$ cat src/rtl/exp_lut_pipe.sv
// Log2-domain to linear gray converter: 2^x via a 17-entry LUT with linear
// interpolation, integer shift, rounding and saturation, in a 3-stage valid/ready pipe.
module exp_lut_pipe #(
   parameter int INT_W    = 4,
   parameter int FRAC_W   = 12,
   parameter int LUT_BITS = 4,
   parameter int TAG_W    = 8,
   parameter int OUT_W    = 8
) (
   input  logic                    clk,
   input  logic                    rst,
   input  logic                    in_valid,
   output logic                    in_ready,
   input  logic [INT_W+FRAC_W-1:0] log_in,
   input  logic [TAG_W-1:0]        in_tag,
   output logic                    out_valid,
   input  logic                    out_ready,
   output logic [OUT_W-1:0]        gray_out,
   output logic [TAG_W-1:0]        out_tag
);

   localparam int F_W = FRAC_W - LUT_BITS;

   // T[k] = round(2^(k/16) * 32768); entry 16 closes the last interpolation span.
   function automatic logic [16:0] exp_table(input logic [LUT_BITS:0] idx);
      logic [16:0] t;
      case (idx)
         5'd0:    t = 17'd32768;
         5'd1:    t = 17'd34219;
         5'd2:    t = 17'd35734;
         5'd3:    t = 17'd37316;
         5'd4:    t = 17'd38968;
         5'd5:    t = 17'd40693;
         5'd6:    t = 17'd42495;
         5'd7:    t = 17'd44376;
         5'd8:    t = 17'd46341;
         5'd9:    t = 17'd48393;
         5'd10:   t = 17'd50535;
         5'd11:   t = 17'd52773;
         5'd12:   t = 17'd55109;
         5'd13:   t = 17'd57549;
         5'd14:   t = 17'd60097;
         5'd15:   t = 17'd62757;
         default: t = 17'd65536;
      endcase
      return t;
   endfunction

   logic                adv;
   logic                s1_valid;
   logic [INT_W-1:0]    s1_ip;
   logic [LUT_BITS-1:0] s1_k;
   logic [F_W-1:0]      s1_f;
   logic [TAG_W-1:0]    s1_tag;
   logic                s2_valid;
   logic [INT_W-1:0]    s2_ip;
   logic [16:0]         s2_m;
   logic [TAG_W-1:0]    s2_tag;

   logic [16:0] t_lo;
   logic [16:0] t_hi;
   logic [16:0] t_diff;
   logic [24:0] prod;
   logic [16:0] interp;
   logic [16:0] m_next;
   logic [23:0] v;
   logic [8:0]  g;
   logic [OUT_W-1:0] gray_next;

   // The whole pipe moves as one: it stalls only when the output register is
   // occupied and not being taken, so bubbles never block a later sample.
   assign adv      = !out_valid || out_ready;
   assign in_ready = adv;

   always_ff @(posedge clk or posedge rst) begin
      if (rst) begin
         s1_valid <= 1'b0;
         s1_ip    <= '0;
         s1_k     <= '0;
         s1_f     <= '0;
         s1_tag   <= '0;
      end else if (adv) begin
         s1_valid <= in_valid;
         s1_ip    <= log_in[FRAC_W +: INT_W];
         s1_k     <= log_in[FRAC_W-1 -: LUT_BITS];
         s1_f     <= log_in[F_W-1:0];
         s1_tag   <= in_tag;
      end
   end

   always_comb begin
      t_lo   = exp_table({1'b0, s1_k});
      t_hi   = exp_table({1'b0, s1_k} + 5'd1);
      t_diff = t_hi - t_lo;
      prod   = {8'b0, t_diff} * {17'b0, s1_f};
      interp = 17'(prod >> F_W);
      m_next = t_lo + interp;
   end

   always_ff @(posedge clk or posedge rst) begin
      if (rst) begin
         s2_valid <= 1'b0;
         s2_ip    <= '0;
         s2_m     <= '0;
         s2_tag   <= '0;
      end else if (adv) begin
         s2_valid <= s1_valid;
         s2_ip    <= s1_ip;
         s2_m     <= m_next;
         s2_tag   <= s1_tag;
      end
   end

   // Mantissa is Q1.15, so after the shift adding 2^14 and dropping 15 bits rounds to nearest.
   always_comb begin
      v         = ({7'b0, s2_m} << s2_ip) + 24'd16384;
      g         = 9'(v >> 15);
      gray_next = '1;
      if (s2_ip < INT_W'(8) && !g[8]) begin
         gray_next = g[OUT_W-1:0];
      end
   end

   always_ff @(posedge clk or posedge rst) begin
      if (rst) begin
         out_valid <= 1'b0;
         gray_out  <= '0;
         out_tag   <= '0;
      end else if (adv) begin
         out_valid <= s2_valid;
         gray_out  <= gray_next;
         out_tag   <= s2_tag;
      end
   end

endmodule

$ cat config.mk
export PLATFORM = sky130hd
export DESIGN_NAME = exp_lut_pipe
export DESIGN_NICKNAME = d
export VERILOG_FILES = /design/src/rtl/exp_lut_pipe.sv
export SDC_FILE = /design/constraint.sdc
export NUM_CORES = 1
export LEC_CHECK = 0
export BUFFER_PORTS_ARGS = -buffer_cell sky130_fd_sc_hd__buf_4
export CORE_ASPECT_RATIO = 1.5
export CORE_MARGIN = 1
export CORE_UTILIZATION = 25
export CTS_CLUSTER_SIZE = 10
export DETAILED_ROUTE_END_ITERATION = 12
export HOLD_SLACK_MARGIN = 0.02
export PLACE_DENSITY_LB_ADDON = 0.15
export REMOVE_ABC_BUFFERS = 1
export SLEW_MARGIN = 20
export SYNTH_ARGS = -nofsm -noshare
export SYNTH_HDL_FRONTEND = slang
export SYNTH_SLANG_ARGS = --single-unit
$ cat constraint.sdc
create_clock -name clk -period 9.9 [get_ports clk]
set_clock_uncertainty 0.15 [all_clocks]
set_input_delay 2.475 -clock clk [delete_from_list [all_inputs] [get_ports clk]]
set_output_delay 2.475 -clock clk [all_outputs]
set_load 0.01 [all_outputs]
==> qor.csv <==
stage;metric;value;unit
synth;synth-seq-cells;72;
finish;stdcell_count;1783;
routing;ant_nets;0;
synth;synth_cell_types;69;
synth;synth_xor_area_share;4.22;%
finish;n_antenna_cell;0;
routing;drtIter0Drc;421;
synth;ys_warn_count;0;
sta;max_slew.worst_pin.slew;1.01;ns
critical_path;criticalPathCategory;register to register;
global_routing;track_usage;14.8;%
place;routabilityCongestion;0.894;
finish;drive_gt1_share;13.3;%
routing;drtPass1Iterations;4;
outcome;status;finished clean;
global_routing;grt_max_degree;82;
routing;vias;8611;
synth;synthAdderAreaFrac;27.7;%
finish;fill_cells;4373;
routing;via_per_inst;4.83;
worst_hold_path;whs_path_depth;2;
sta;fmax;107;MHz
synth;synth_edf_count;0;
floorplanning;pin_count;46;
clock_tree;worstSkewPairLatency;0.35;ns
sta;maxSlewHeadroom;32.6;%
finish;regArea;1800;µm²
floorplanning;core.rowCount;90;
synth;synth-simple-area-share;22.3;%
job;cap_violations;0;
critical_path;crit_required;9.94;ns
clock_tree;numCtsBuffers;9;
sta;maxSlewViolCount;0;
worst_hold_path;hold_start;s2_valid;
critical_path;slowest_stage;fa_1;
finish;area_growth;15.5;%
floorplanning;die_w;167;µm
clock_tree;cts_sinks;72;
floorplanning;initial_utilization;25.4;%
synth;syn_area;10200;µm²
critical_path;worstRegToRegCells;37;
critical_path;max_stage_delay;0.53;ns
synth;synth_compound_area_share;12.9;%
place;port_buffers;45;
sta;hold_ws;0.311;ns
sta;finalCritPeriodShare;94.2;%
global_routing;grt_pass1_vias;8979;
floorplanning;dieArea;41800;µm²
global_routing;grt_pass1_wl;48600;µm
critical_path;startpoint;s1_k[3];
routing;wl_per_cell;17.0;µm
sta;setup_viol;0;
synth;synth_top_family_by_area;adder cells;
global_routing;grt_overflow;0;
worst_hold_path;hold_path.class;register to register;
synth;synth_flop_cell;dfrtp_1;
place;placed_cells;1762;
clock_tree;cts.reportedPaths.clkPinSlew;0.06;ns
sta;setup-tns-final;0;ns
synth;synth-async-reset-ratio;100;%
routing;drc_errors;0;
critical_path;crit_path_end_kind;register;
floorplanning;core_area;40300;µm²
synth;synth_cells;1216;
finish;layout.nets;1472;
clock_tree;clk_path_buf_depth;2;
critical_path;crit_path_max_fanout;8;
routing;totalWireLength;30300;µm
synth;synthMuxAreaShare;6.96;%
clock_tree;cts_tree;yes;
critical_path;worstReg2RegStart;s1_k[3];
critical_path;cpMostUsedCell;inv_1;
clock_tree;htreeDepth;3;
sta;hold_violations;0;
floorplanning;die_h;250;µm
finish;final_common_cell;nand2_1;
global_routing;antenna_found_initial;0;
finish;multi_input_area;7750;µm²
finish;final_core_util;29.4;%
sta;post-route-min-period;9.33;ns
synth;syn_avg_cell_area;8.43;µm²
synth;ys_seq_area_share;17.6;%
finish;most-common-layout-cells;nand2_1, inv_1, buf_4;
place;dpl.hpwl;24400;µm
sta;rsz0062_at_grt;no;
clock_tree;clockRootBuffer;clkbuf_16;
critical_path;arrival;9.36;ns
critical_path;cp-start-kind;register;
-- worst max-delay path: cells and delay by family (launching register included) --
family / cells / cell delay [ns]
AO/OA/AOI/OAI: 17 / 3.82
XOR/XNOR: 1 / 0.17
adder cells (fa/ha/maj): 7 / 3.03
buffers and inverters: 7 / 0.67
flip-flops: 1 / 0.52
AND/OR/NAND/NOR: 5 / 0.80
-- sequential cells by signal, summed over array words and instances (netlist names) --
register,cells
gray_out,8
s2_tag,8
out_valid,1
s2_ip,4
s1_f,8
s2_valid,1
s1_tag,8
s1_ip,4
s2_m,17
s1_valid,1
s1_k,4
out_tag,8
-- area by class of cell --
| type | instances | area share, % |
|---|---|---|
| Clock buffer | 11 | 2.14 |
| Clock inverter | 5 | 0.465 |
| Inverter | 142 | 4.51 |
| Multi-Input combinational cell | 939 | 65.5 |
| Sequential cell | 72 | 15.2 |
| Tap cell | 506 | 5.35 |
| Timing Repair Buffer | 108 | 6.85 |
-- synth_stat cells, types with 3 or more instances --
cell         n  area, µm²
ha_1        81       1010
inv_1      141        529
nand4_1     11       68.8
o21bai_1     5       37.5
mux4_2       5        113
a2111oi_0    3       26.3
o311ai_0     8       70.1
a21boi_0     4       30.0
nor2_1      56        210
nand2b_1    14       87.6
nand3_1     30        150
mux4_1      13        342
a21oi_1     52        260
buf_1        6       22.5
mux2i_1     18        180
xnor2_1     27        236
xor2_1      18        158
o31ai_1      9       67.6
and2_1      88        551
o32a_2       3       33.8
clkbuf_1    49        184
nor2b_1     11       68.8
o21a_1       5       37.5
mux2_2       5       56.3
and3_1      12       75.1
a21o_1      15        113
nand2_1    218        818
dfrtp_1     72       1800
o211ai_1     7       52.6
clkbuf_8     5       68.8
nor3_1      13       65.1
a31oi_1     10       62.6
a211oi_1    10       75.1
fa_1        91       1820
nor4b_1      8       70.1
o21ai_0     48        240
a22oi_1      3       22.5
-- path summary, 6_finish.rpt --
check / to / slack [ns]
min in group asynchronous: s2_tag[4] / 1.98
min: s2_valid / 0.31
max reg2reg: s2_m[13] / 0.57
min reg2reg: s2_valid / 0.31
max in group asynchronous: s1_k[2] / 6.61
max: s2_m[13] / 0.57
-- stage by stage --
stage / setup slack (ns) / area, µm²
6_report: 0.574 / 11800
4_1_cts: 0.00177 / 11700
5_1_grt: 0.00952 / 11800
2_1_floorplan: -0.0908 / 9920
3_3_place_gp: -0.124 / 11300
3_5_place_dp: -0.0795 / 11300
-- routing by layer --
metal	vias up	routed length (µm)	GRT usage (%)
met5	-	0	0
li1	4171	-	-
met1	4228	11700	15.7
met4	0	1060	6.58
met2	157	16800	29.2
met3	55	732	1.30
-- timing repair --
action,4_1_cts,5_1_grt
pin swaps,0,10
buffers inserted,0,5
hold buffers,0,0
resized for setup,4,32
setup endpoints to repair,6,8
-- logic make-up after synthesis --
| kind of cell | Yosys count |
|---|---|
| flip-flops | 72 |
| AND/OR/NAND/NOR | 475 |
| adder cells (fa/ha/maj) | 172 |
| AO/OA/AOI/OAI | 203 |
| multiplexers | 42 |
| buffers and inverters | 205 |
| XOR/XNOR | 47 |
Power is not shown: default switching activity piles up to over one toggle a cycle in this logic, so the estimate is an artifact.
